`config.mk`:
```
export PLATFORM = sky130hd
export DESIGN_NAME = muldiv_div_arbiter
export DESIGN_NICKNAME = d
export VERILOG_FILES = /design/src/rtl/muldiv_div_arbiter.sv
export SDC_FILE = /design/constraint.sdc
export NUM_CORES = 1
export LEC_CHECK = 0
export ABC_AREA = 1
export CORE_AREA = 3 3 179 181
export DETAILED_ROUTE_END_ITERATION = 10
export DIE_AREA = 0 0 182 184
export GPL_ROUTABILITY_DRIVEN = 0
export HOLD_SLACK_MARGIN = 0.08
export MAX_ROUTING_LAYER = met4
export PLACE_DENSITY = 0.71
export SYNTH_ARGS = -nofsm -noshare
export SYNTH_HDL_FRONTEND = slang
export SYNTH_SLANG_ARGS = --single-unit
```
`constraint.sdc`:
```
create_clock -name clk -period 8.7 [get_ports clk]
set_input_delay 1.74 -clock clk [delete_from_list [all_inputs] [get_ports clk]]
set_output_delay 1.74 -clock clk [all_outputs]
set_load 0.01 [all_outputs]
```
`src/rtl/muldiv_div_arbiter.sv`:
```
// Round-robin arbiter that shares one unsigned iterative divider among N_REQ requesters,
// handling sign fix-up and the divide-by-zero / overflow cases. Optional macro: DIV_ARB_BYPASS_EN.
module muldiv_div_arbiter #(
  parameter int N_REQ = 4,
  parameter int ROB_W = 5
) (
  input  logic                        clk,
  input  logic                        rst,
  input  logic                        flush,
  input  logic [N_REQ-1:0]            req,
  input  logic [N_REQ-1:0][31:0]      req_a,
  input  logic [N_REQ-1:0][31:0]      req_b,
  input  logic [N_REQ-1:0][2:0]       req_funct3,
  input  logic [N_REQ-1:0][ROB_W-1:0] req_rob,
  output logic [N_REQ-1:0]            gnt,
  output logic                        div_start,
  output logic [31:0]                 div_a,
  output logic [31:0]                 div_b,
  output logic                        div_kill,
  input  logic                        div_complete,
  input  logic [31:0]                 div_quotient,
  input  logic [31:0]                 div_remainder,
  output logic                        resp_valid,
  output logic [ROB_W-1:0]            resp_rob,
  output logic [31:0]                 resp_data,
  input  logic                        resp_ready
);

  localparam int PTR_W = (N_REQ > 1) ? $clog2(N_REQ) : 1;

  typedef enum logic [1:0] {IDLE, START, WAIT, RESP} state_t;

  state_t             state, state_d;
  logic [PTR_W-1:0]   rr_ptr, winner, ptr_next, cand;
  logic               found, grant_fire;
  int                 idx;

  logic [31:0]        sel_a, sel_b;
  logic [2:0]         sel_f3;
  logic [ROB_W-1:0]   sel_rob;
  logic               is_signed, is_rem, a_neg, b_neg, q_neg;
  logic [31:0]        abs_a, abs_b;
  logic               skip;
  logic [31:0]        skip_res;

  logic [31:0]        op_a_q, op_b_q;
  logic               is_rem_q, q_neg_q, r_neg_q;
  logic [31:0]        raw_res, fixed_res;
  logic               res_neg;

  // Search for the first requester starting at the round-robin pointer
  always_comb begin
    winner = '0;
    found  = 1'b0;
    idx    = 0;
    cand   = '0;
    for (int k = 0; k < N_REQ; k++) begin
      idx = int'(rr_ptr) + k;
      if (idx >= N_REQ) idx = idx - N_REQ;
      cand = PTR_W'(idx);
      if (!found && req[cand]) begin
        found  = 1'b1;
        winner = cand;
      end
    end
  end

  assign ptr_next   = (winner == PTR_W'(N_REQ - 1)) ? '0 : winner + 1'b1;
  assign grant_fire = (state == IDLE) && found && !flush;

  assign sel_a   = req_a[winner];
  assign sel_b   = req_b[winner];
  assign sel_f3  = req_funct3[winner];
  assign sel_rob = req_rob[winner];

  assign is_signed = ~sel_f3[0];
  assign is_rem    = sel_f3[1];
  assign a_neg     = is_signed & sel_a[31];
  assign b_neg     = is_signed & sel_b[31];
  assign q_neg     = a_neg ^ b_neg;
  assign abs_a     = a_neg ? (~sel_a + 32'd1) : sel_a;
  assign abs_b     = b_neg ? (~sel_b + 32'd1) : sel_b;

  // Cases whose result is known at grant time and never reach the divider
  always_comb begin
    skip     = 1'b0;
    skip_res = '0;
    if (sel_b == 32'd0) begin
      skip     = 1'b1;
      skip_res = is_rem ? sel_a : 32'hFFFF_FFFF;
    end else if (is_signed && sel_a == 32'h8000_0000 && sel_b == 32'hFFFF_FFFF) begin
      skip     = 1'b1;
      skip_res = is_rem ? 32'd0 : 32'h8000_0000;
    end
`ifdef DIV_ARB_BYPASS_EN
    else if (abs_a < abs_b) begin
      skip     = 1'b1;
      skip_res = is_rem ? sel_a : 32'd0;
    end else if (abs_b == 32'd1) begin
      skip     = 1'b1;
      skip_res = is_rem ? 32'd0 : (q_neg ? (~abs_a + 32'd1) : abs_a);
    end else if (abs_a == abs_b) begin
      skip     = 1'b1;
      skip_res = is_rem ? 32'd0 : (q_neg ? 32'hFFFF_FFFF : 32'd1);
    end
`endif
  end

  assign raw_res   = is_rem_q ? div_remainder : div_quotient;
  assign res_neg   = is_rem_q ? r_neg_q : q_neg_q;
  assign fixed_res = res_neg ? (~raw_res + 32'd1) : raw_res;

  always_ff @(posedge clk) begin
    if (rst) state <= IDLE;
    else     state <= state_d;
  end

  // Next state and handshake outputs; flush and reset abort whatever is in flight
  always_comb begin
    state_d    = state;
    gnt        = '0;
    div_start  = 1'b0;
    resp_valid = 1'b0;
    case (state)
      IDLE: begin
        if (grant_fire) begin
          gnt[winner] = 1'b1;
          state_d     = skip ? RESP : START;
        end
      end
      START: begin
        div_start = 1'b1;
        state_d   = WAIT;
      end
      WAIT: begin
        if (div_complete) state_d = RESP;
      end
      RESP: begin
        resp_valid = 1'b1;
        if (resp_ready) state_d = IDLE;
      end
      default: state_d = IDLE;
    endcase
    if (flush || rst) begin
      state_d    = IDLE;
      gnt        = '0;
      div_start  = 1'b0;
      resp_valid = 1'b0;
    end
  end

  assign div_kill = flush | rst;
  assign div_a    = op_a_q;
  assign div_b    = op_b_q;

  always_ff @(posedge clk) begin
    if (rst) begin
      rr_ptr    <= '0;
      op_a_q    <= '0;
      op_b_q    <= '0;
      is_rem_q  <= 1'b0;
      q_neg_q   <= 1'b0;
      r_neg_q   <= 1'b0;
      resp_rob  <= '0;
      resp_data <= '0;
    end else begin
      if (grant_fire) begin
        rr_ptr   <= ptr_next;
        op_a_q   <= abs_a;
        op_b_q   <= abs_b;
        is_rem_q <= is_rem;
        q_neg_q  <= q_neg;
        r_neg_q  <= a_neg;
        resp_rob <= sel_rob;
        if (skip) resp_data <= skip_res;
      end
      if (state == WAIT && div_complete && !flush) resp_data <= fixed_res;
    end
  end

endmodule
```
Yosys cells after proc, flatten, opt, wreduce, memory -nomap -nowiden
Index checks and enable logic that the tools add are counted.

word-level totals
  output and inout port bits = 108
  logic and storage cells = 126
  bits in registers = 108
  bits of input ports = 361

operators by class
  reductions and logical operators = 22
  equal/unequal tests = 9
  bitwise logic cells = 8
  add/sub/neg operators = 11
  muxes and demuxes = 57
  magnitude comparators = 10

operators with widths
  kind                     number
  $mux W32                 13
  $bmux W32 S2             2
  $add A32 B1 Y32 const B  3
  $not A32 Y32             3
  $eq A32 B32 Y1 const B   2
  $logic_not A32 Y1        1
  $mux W2                  14
  $mux W1                  16
  $lt A2 B3 Y1 const B     5
  $mux W4                  3
  $bmux W5 S2              1
  $logic_and A1 B1 Y1      10
  $ge A3 B3 Y1 const B     3
  $bmux W1 S2              4
  $pmux W2 S4              1
  $sub A2 B1 Y2 const B    4
  $add A2 B2 Y3 const B    2
  $bmux W3 S2              1
  $eq A2 B2 Y1 const B     3
  $ne A2 B2 Y1 const B     3
  $mux W5                  1
  $logic_not A1 Y1         4
  $reduce_bool A2 Y1       2
  $add A2 B1 Y3 const B    1
  other kinds (14)         15

Depth between registers and ports, before layout
Gate-level depths: netlist of the first run.

  depth in word-level cells = 24
  gate-level depth with buffers = 33
  mapped depth without buffers = 27

Least setup slack after synthesis of the first run
Ideal clock, no wire load.

  path type = input to output
  start point = input req[3]
  end point = output gnt[0]
  required time = 6960 ps
  slack = 2959 ps
  arrival = 4001 ps
  stages = 17
  buffers on the path = 7
  cells stage by stage = inv_1 -> nand2_1 -> nand3_1 -> nand2_2 -> nor2_4 -> nand3_2 -> buf_6 -> buf_6 -> buf_6 -> buf_2 -> nand3_1 -> inv_1 -> buf_2 -> clkbuf_1 -> clkbuf_1 -> nand2_1 -> nor2_1

on the way
  word-level cells in the longest chain between the ends = 19
  elaborated cells between the ends (all ways) = 32
  those cells by class = order compare (2); mux (21); reduce/logical (9)

RTL lines
  element                                                             RTL line  RTL
  start, declared                                                     10        input logic [N_REQ-1:0] req,
  $bmux W1 S2                                                         61        if (!found && req[cand]) begin
  $mux W1 (implied by the code)                                       61
  $mux W1                                                             61
  $logic_not A1 Y1                                                    61
  $logic_and A1 B1 Y1                                                 61
  $mux W1                                                             61
  $logic_not A1 Y1                                                    61
  $logic_and A1 B1 Y1                                                 61
  (+3 left out)                                                       --
  $mux W2                                                             61
  $lt A2 B3 Y1 (implied by the code) or $ge A2 B1 Y1 (tied branches)  127       gnt[winner] = 1'b1;
  $logic_and A1 B1 Y1 (implied by the code)                           127
  $mux W1 (implied by the code)                                       127
  $demux W1 S2                                                        127
  $mux W4 (*)                                                         126       if (grant_fire) begin
  $mux W4 (*)                                                         124       case (state)
  $mux W4 (*)                                                         144       if (flush || rst) begin
  end, declared                                                       15        output logic [N_REQ-1:0] gnt,

Mark *: on every way between the ends. The rest lies on a longest branch, timed or not. The select of a mux whose other input is x is not followed.

Final worst setup path of the first run
  start point = input req[3]
  end point = output gnt[3]

The elaborated chain is that of the path after synthesis.

==> results.cfg, run 1 <==
[synth]
synth_fa_ha_area_share_pct = 1.405
synth_xor_area_share_pct = 3.252
synth_top_family_by_area = simple AND/OR/NAND/NOR gates
postSynthCellCount = 2053
ys_warn_count = 0
synthMuxAreaShare_pct = 0.5186
yosys.area_share.simple_pct = 48.76
synth_compound_area_share_pct = 14.18
synth-seq-cells = 108
syn_nets = 2427
syn_area_per_cell_um2 = 5.640
yosysUniqueCellTypes = 47
netlist_area_um2 = 11580
yosysSeqAreaShare_pct = 18.67

[cts]
cts_tree = done
cts_root_buf = clkbuf_16
worstSkewPairLatency_ns = 0.37
clk_path_buf_depth = 2
ctsHoldBuffers = 0
cts.sinks = 108
numCtsBuffers = 9
clk_pin_slew_ns = 0.07
cts-resized-gates = 0
post_cts_buffers = 0
htreeDepth = 3

[sta]
fin_skew_ns = 0.01869
slew_headroom_pct = 29.42
finalCriticalPeriod_ns = 7.258
worst_pin_slew_ns = 1.056
rsz0062_at_grt = no
holdWs_ns = 0.4859
worst_slack_ns = 1.442
slew_violations = 0
hold_viol = 0
min_period_over_period_pct = 83.43
maxClockFrequency_mhz = 137.8
setup_viol = 0
fin_tns_setup_ns = 0

[grt]
grt_pass1_vias = 14460
overflow = 0
grt_max_degree = 104
grt.total_usage_pct = 30.34
grt_pass1_wl_mm = 78.78
antenna_found_initial = 2

[detailed_routing]
routed_via_density = 5.414
drtPass1Iterations = 6
drt_iter0_drc = 1426
vias = 15219
wirelength_mm = 52.00
postRouteAntennaNets = 0
wl_per_cell_um = 18.50
drcViolationCount = 0

[floorplanning]
die_w_um = 182
start_util_pct = 37.86
die_h_um = 184
core_um2 = 30590
die-area_um2 = 33490
io_pins = 469
num_rows = 64

[worst_setup_path]
worst_setup_path_end_kind = primary output
max_stage_delay_ns = 0.79
cp.buffers_inverters = 5
arrival_ns = 5.52
criticalPathCategory = primary input to primary output
crit_family = buffers and inverters
slowest_stage = inv_1
ff2ff_setup_slack_ns = 3.03
worst_ep_required_time_ns = 6.96
reg2reg_depth = 25
path_max_fanout = 53
crit_path_start_kind = primary input
r2r-start = rr_ptr[0]$_SDFFE_PP0P_
crit_chain = clkdlybuf4s50_1, inv_1, nand2_1, nand3_1, nand2_1, inv_1, nand3_4, nand3_4, inv_1, ha_1, nand2_1, nor2_1, clkdlybuf4s50_1
r2r_end = resp_data[25]$_SDFFE_PP0P_

[place]
dpl_worst_slack_ns = 1.428
dp_cells = 2792
hpwl_mm = 40.45
dpl_cell_area_um2 = 16100
port_buffers = 464

[status]
status = complete, no violations

[pwr]
total_power_mw = 7.864
p_leak_nw = 7.253
p_per_area_nw_per_um2 = 479.7
vdd_drop_max_v = 0.0002613

[hold_path]
worstHoldEndpoint = resp_data[27]$_SDFFE_PP0P_
hp-class = flip-flop to flip-flop
hold_start = resp_data[27]$_SDFFE_PP0P_
whs_path_depth = 2

[final_layout]
postLayoutCoreUtil_pct = 53.59
multi_input_area_um2 = 7928
area_growth_pct = 41.57
fillCellCount = 3129
final_area_um2 = 16390
fin_cells = 2811
layout.nets = 2781
drive_above_1_share_pct = 4.478
regArea_um2 = 2162

[flow_run]
drv_cap = 0
## Yosys cell counts (all sizes together)
cell type / count / area (um^2)
a211oi: 1 / 7.510
a21o: 1 / 7.510
a21oi: 60 / 304.0
a31oi: 6 / 37.54
a32oi: 1 / 8.760
and2: 1 / 6.260
and3: 1 / 6.260
buf: 84 / 588.1
clkbuf: 55 / 206.5
clkinv: 2 / 7.510
dfxtp: 108 / 2162
ha: 13 / 162.7
inv: 192 / 728.2
mux2i: 6 / 60.06
nand2: 621 / 2389
nand3: 212 / 1111
nand3b: 21 / 157.7
nand4: 132 / 825.8
nor2: 227 / 900.9
nor3: 15 / 75.07
nor4: 2 / 12.51
o211ai: 21 / 157.7
o21a: 13 / 97.59
o21ai: 159 / 799.5
o21bai: 13 / 97.59
o221ai: 7 / 61.31
o22ai: 10 / 62.56
or2: 26 / 162.7
xnor2: 17 / 148.9
xor2: 26 / 227.7
## metal layers
layer / vias to the layer above / track usage, % / part of all wire, %
li1: 7457 / - / -
met1: 6915 / 33.59 / 38
met2: 704 / 53.80 / 50
met3: 143 / 4.749 / 7.1
met4: 0 / 13.65 / 5.0
met5: - / - / 0
## worst max path at each step
stage,cells past startpoint,to,slack (ns),from
finish,13,gnt[3],1.44,req[3]
floorplan,17,gnt[0],2.96,req[3]
global placement,13,gnt[3],1.55,req[1]
global route,13,gnt[1],1.16,req[2]
detailed placement,13,gnt[3],1.43,req[2]
CTS,13,gnt[3],1.42,req[3]
## power breakdown
group	switching (mW)	internal [mW]
Combinational	4.71	2.03
Clock	0.213	0.201
Sequential	0.0827	0.631
Total	5.00	2.86
## flip-flops by register name, indices dropped and copies added, names as in the netlist
register   flops
div_a         32
div_b         32
resp_data     32
resp_rob       5
rr_ptr         2
state          2
is_rem_q       1
q_neg_q        1
r_neg_q        1
## worst reg2reg max path, delay by kind of cell (launching register included)
family          cells  cell delay (ns)
flops               1             0.68
simple gates       17             3.29
fa+ha+maj           1             0.16
buf+inv             5             1.04
compound gates      2             0.43
## area by class of cell
cell class | instances | share of cell area [%]
clock inverter | 6 | 0.3358
inverter | 194 | 4.496
sequential | 108 | 13.19
timing repair buffer | 482 | 29.16
clock buffer | 10 | 1.397
tap | 396 | 3.022
antenna | 3 | 0.04579
multi-input combinational | 1612 | 48.36
## placed cells by master (no fill, tap or decap), types with 13 or more instances in the layout
master	synthesis	routed
nand2_1	602	601
clkdlybuf4s50_1	0	464
nor2_1	215	213
nand3_1	205	204
inv_1	186	184
nand4_1	132	132
o21ai_0	126	126
dfxtp_1	108	108
a21oi_1	59	59
o21ai_1	32	32
xor2_1	26	26
or2_2	22	22
o211ai_1	21	21
nand3b_1	21	21
buf_4	8	18
nand2_2	17	17
xnor2_1	17	17
nor3_1	15	15
o21a_1	13	13
o21bai_1	13	13
ha_1	13	13
## cell families (layout without fill, tap and decap cells)
logic type               Yosys count  after routing
AND/OR/NAND/NOR                 1258           1258
buffers and inverters            333            692
AO/OA/AOI/OAI                    292            292
flip-flops                       108            108
XOR/XNOR                          43             43
adder cells (fa/ha/maj)           13             13
multiplexers                       6              6
other                              0              3
(Power assumes the default switching activity.)
==> run 2, diff against run 1 <==
- CORE_AREA: 3 3 179 181 -> 3 3 183 185
- DIE_AREA: 0 0 182 184 -> 0 0 186 188
- clock period: 8.7 -> 6.36 ns (I/O delays scaled with it)
==> results.cfg, run 2 (same netlist as run 1, synthesis figures left out) <==
[status]
status = complete, no violations

[sta]
setup_viol = 0
fin_skew_ns = 0.01600
finalCriticalPeriod_ns = 5.572
min_period_over_period_pct = 87.61
hold_viol = 0
maxClockFrequency_mhz = 179.5
worst_pin_slew_ns = 1.082
rsz0062_at_grt = no
fin_tns_setup_ns = 0
slew_headroom_pct = 27.86
slew_violations = 0

[cts]
clk_path_buf_depth = 2
numCtsBuffers = 9
post_cts_buffers = 0
cts.sinks = 108
clk_pin_slew_ns = 0.08
worstSkewPairLatency_ns = 0.37
cts_tree = done
cts_root_buf = clkbuf_16
htreeDepth = 3
cts-resized-gates = 0
ctsHoldBuffers = 0

[final_layout]
final_common_cell = nand2_1
layout_common_cells = nand2_1 (601), clkdlybuf4s50_1 (464), nor2_1 (213)
fillCellCount = 3269
area_growth_pct = 42.82
layout.nets = 2797
diodes = 0
postLayoutCoreUtil_pct = 51.35
fin_cells = 2836
final_area_um2 = 16540
drive_above_1_share_pct = 5.148

[grt]
grt_max_degree = 104
overflow = 0
grt_pass1_vias = 14386
antenna_found_initial = 0
grt_pass1_wl_mm = 79.21
grt.total_usage_pct = 29.55

[pwr]
seq_power_share_pct = 9.0
netSwitchingFraction_pct = 63.01
p_per_area_nw_per_um2 = 658.0
p_leak_nw = 7.343
pwr-share-clk_pct = 5.4
vdd_drop_max_v = 0.0004203
intPower_mw = 4.026
p_comb_share_pct = 85.6
p_switching_mw = 6.857

[floorplanning]
io_pins = 469
die-area_um2 = 34970
start_util_pct = 35.96
die_w_um = 186
die_h_um = 188
num_rows = 66
core_um2 = 32210

[detailed_routing]
vias = 15220
wl_per_cell_um = 18.56
postRouteAntennaNets = 0
drtPass1Iterations = 5
drcViolationCount = 0
routed_via_density = 5.367
drt_iter0_drc = 1414
wirelength_mm = 52.62

[place]
dpl_cell_area_um2 = 16240
port_buffers = 464
dp_cells = 2820
hpwl_mm = 41.49

[worst_setup_path]
crit_path_start_kind = primary input
worst_ep_required_time_ns = 5.09
arrival_ns = 4.30
worst_setup_path_end_kind = primary output
path_max_fanout = 65
criticalPathCategory = primary input to primary output

[hold_path]
hp-class = flip-flop to flip-flop

[flow_run]
drv_cap = 0
==> run 2: critical path, stage by stage <==
cell             delay, ns
clkdlybuf4s50_1       0.51
inv_1                 0.06
nand2_1               0.08
nand3_1               0.10
nand2_1               0.12
inv_1                 0.09
nand3_4               0.10
buf_4                 0.61
nand3_1               0.23
clkinv_2              0.32
nand2_1               0.10
nor2_1                0.10
clkdlybuf4s50_1       0.56
==> run 2: final timing paths <==
| kind | cells past startpoint | end | from | slack, ns |
|---|---|---|---|---|
| hold / removal | 2 | resp_data[9]$_SDFFE_PP0P_ | resp_data[9]$_SDFFE_PP0P_ | 0.49 |
| setup reg to reg | 22 | resp_data[30]$_SDFFE_PP0P_ | rr_ptr[0]$_SDFFE_PP0P_ | 1.50 |
| setup / recovery | 13 | gnt[3] | req[0] | 0.79 |
| hold reg to reg | 2 | resp_data[9]$_SDFFE_PP0P_ | resp_data[9]$_SDFFE_PP0P_ | 0.49 |
==> run 2: per-layer routing <==
layer	up-vias	track usage (%)	wire, um
li1	7489	-	-
met1	6919	32.83	20150
met2	683	52.45	26310
met3	129	4.442	3638
met4	0	12.15	2529
met5	-	-	0
==> run 2: power by group through the flow <==
| stage | Sequential (mW) | Clock (mW) | Combinational [mW] |
|---|---|---|---|
| 6_report | 0.980 | 0.588 | 9.31 |
| 3_3_place_gp | 0.986 | 0 | 9.11 |
| 5_1_grt | 0.999 | 0.624 | 10.3 |
| 3_5_place_dp | 0.988 | 0 | 9.21 |
| 2_1_floorplan | 1.04 | 0 | 6.39 |
| 4_1_cts | 0.979 | 0.600 | 9.25 |
==> run 2: final cells by class <==
| cell class | instances | area [um^2] | share of cell area (%) |
|---|---|---|---|
| multi-input cells | 1612 | 7928 | 47.93 |
| repair buffers | 498 | 4900 | 29.63 |
| flip-flops and latches | 108 | 2162 | 13.07 |
| inverters | 194 | 737.0 | 4.456 |
| well taps | 408 | 510.5 | 3.087 |
| clock buffers | 10 | 239.0 | 1.445 |
| clock inverters | 6 | 62.56 | 0.3783 |
==> run 2: stage by stage <==
stage / setup slack, ns / hold WS, ns / power, mW
after floorplan: 1.555 / 0.4784 / 7.424
after global placement: 0.6739 / 0.4681 / 10.10
after detailed placement: 0.5445 / 0.4719 / 10.20
after CTS: 0.8637 / 0.4868 / 10.83
after global routing: 0.4551 / 0.5123 / 11.92
final: 0.7878 / 0.4856 / 10.88
==> run 3, diff against run 2 <==
- CTS_CLUSTER_SIZE: default -> 8
- REMOVE_ABC_BUFFERS: default -> 1
==> results.cfg, run 3 (same netlist as run 1, synthesis figures left out) <==
[place]
dp_cells = 2812
dpl_cell_area_um2 = 16220
port_buffers = 464
dpl_worst_slack_ns = 0.5611
hpwl_mm = 37.68

[pwr]
p_leak_nw = 7.318
p_per_area_nw_per_um2 = 640.7
vdd_drop_max_v = 0.0004066

[worst_setup_path]
worst_ep_required_time_ns = 5.09
cp.buffers_inverters = 6
r2r_end = resp_data[23]$_SDFFE_PP0P_
crit_family = buffers and inverters
path_max_fanout = 33
arrival_ns = 4.23
max_stage_delay_ns = 0.57
slowest_stage = clkdlybuf4s50_1
crit_chain = clkdlybuf4s50_1, inv_1, nand2_1, nand3_1, nand2_2, inv_2, nand3_4, nand3_4, inv_1, buf_4, ha_1, nand2_1, nor2_1, clkdlybuf4s50_1
criticalPathCategory = primary input to primary output
crit_path_start_kind = primary input
reg2reg_depth = 24
worst_setup_path_end_kind = primary output
r2r-start = rr_ptr[0]$_SDFFE_PP0P_
ff2ff_setup_slack_ns = 1.62

[cts]
cts.sinks = 108
cts_root_buf = clkbuf_16
htreeDepth = 3
worstSkewPairLatency_ns = 0.36
cts-resized-gates = 0
cts_tree = done
post_cts_buffers = 0
numCtsBuffers = 9
ctsHoldBuffers = 0
clk_pin_slew_ns = 0.08
clk_path_buf_depth = 2

[sta]
maxClockFrequency_mhz = 181.6
hold_viol = 0
worst_pin_slew_ns = 1.238
setup_viol = 0
finalCriticalPeriod_ns = 5.506
slew_headroom_pct = 17.30
slew_violations = 0
worst_slack_ns = 0.8541
min_period_over_period_pct = 86.57
fin_skew_ns = 0.01309
rsz0062_at_grt = no

[detailed_routing]
drcViolationCount = 0
drt_iter0_drc = 1228
wl_per_cell_um = 17.42
postRouteAntennaNets = 0
drtPass1Iterations = 7
routed_via_density = 5.329
wirelength_mm = 49.30
vias = 15076

[floorplanning]
die-area_um2 = 34970
core_um2 = 32210
io_pins = 469
die_h_um = 188
num_rows = 66
die_w_um = 186
start_util_pct = 35.96

[final_layout]
final_area_um2 = 16510
layout.nets = 2789
final_common_cell = nand2_1
fin_cells = 2829
area_growth_pct = 42.55
layout_common_cells = nand2_1 (601), clkdlybuf4s50_1 (464), nor2_1 (213)
drive_above_1_share_pct = 4.835

[hold_path]
hold_start = resp_data[13]$_SDFFE_PP0P_
worstHoldEndpoint = resp_data[13]$_SDFFE_PP0P_
hp-class = flip-flop to flip-flop
whs_path_depth = 2

[grt]
grt_max_degree = 119
antenna_found_initial = 0
overflow = 0
grt_pass1_wl_mm = 75.28
grt_pass1_vias = 14150
grt.total_usage_pct = 27.63

[flow_run]
drv_cap = 0

[status]
status = complete, no violations
==> run 3: cell count changes in the layout (fill, tap and decap cells not counted) <==
cell | previous run | this run
inv_8 | 2 | 3
clkbuf_1 | 0 | 1
inv_2 | 6 | 5
buf_12 | 0 | 3
buf_4 | 34 | 23
nand3_1 | 204 | 203
diode_2 | 0 | 1
nand3_2 | 4 | 5
clkinv_2 | 1 | 2
clkinv_8 | 1 | 0
inv_6 | 3 | 2
clkbuf_8 | 1 | 0
inv_4 | 0 | 1
==> run 3: worst register-to-register path: cells and delay by family (launching register included) <==
family                   cells  cell delay (ns)
adder cells (fa/ha/maj)      1             0.17
AO/OA/AOI/OAI                3             0.54
AND/OR/NAND/NOR             16             2.51
flip-flops                   1             0.65
buffers and inverters        4             0.79
==> run 3: routing by layer <==
layer / global-route usage (%) / vias to the layer above / part of all wire, %
met5: - / - / 0
met3: 4.462 / 89 / 7.0
met4: 8.278 / 0 / 3.0
met2: 47.17 / 628 / 49
met1: 33.37 / 6886 / 41
li1: - / 7473 / -
==> run 3: through the flow <==
stage               hold WS (ns)  total power [mW]  util [%]  TNS [ns]
floorplan                 0.4784             6.958         -   -125.38
global placement          0.4656             9.766     50.37         0
detailed placement        0.4714             9.926     50.37         0
CTS                       0.4883             10.56     51.25         0
global route              0.5092             11.65     51.25         0
finish                    0.4847             10.58     51.25         0
==> run 3: final cells by class <==
type,instances,area [um^2]
clock inverter,6,53.80
fill,3282,15700
clock buffer,10,229.0
inverter,194,739.5
tap,408,510.5
antenna,1,2.502
timing repair buffer,490,4877
sequential,108,2162
multi-input combinational,1612,7933
==> run 3: where the power goes <==
group          internal, mW  total (mW)  switching [mW]
combinational          2.85        9.04            6.18
sequential            0.863       0.961          0.0972
clock                 0.276       0.580           0.304
==> run 3: worst max path at each step <==
stage | startpoint | endpoint | slack, ns | depth (start not counted)
global route | req[2] | resp_data[25]$_SDFFE_PP0P_ | 0.54 | 26
finish | req[3] | gnt[3] | 0.85 | 14
detailed placement | req[3] | resp_data[6]$_SDFFE_PP0P_ | 0.56 | 24
CTS | req[3] | gnt[3] | 0.80 | 14
floorplan | req[3] | resp_data[10]$_SDFFE_PP0P_ | -2.05 | 23
global placement | req[2] | resp_data[27]$_SDFFE_PP0P_ | 0.61 | 26
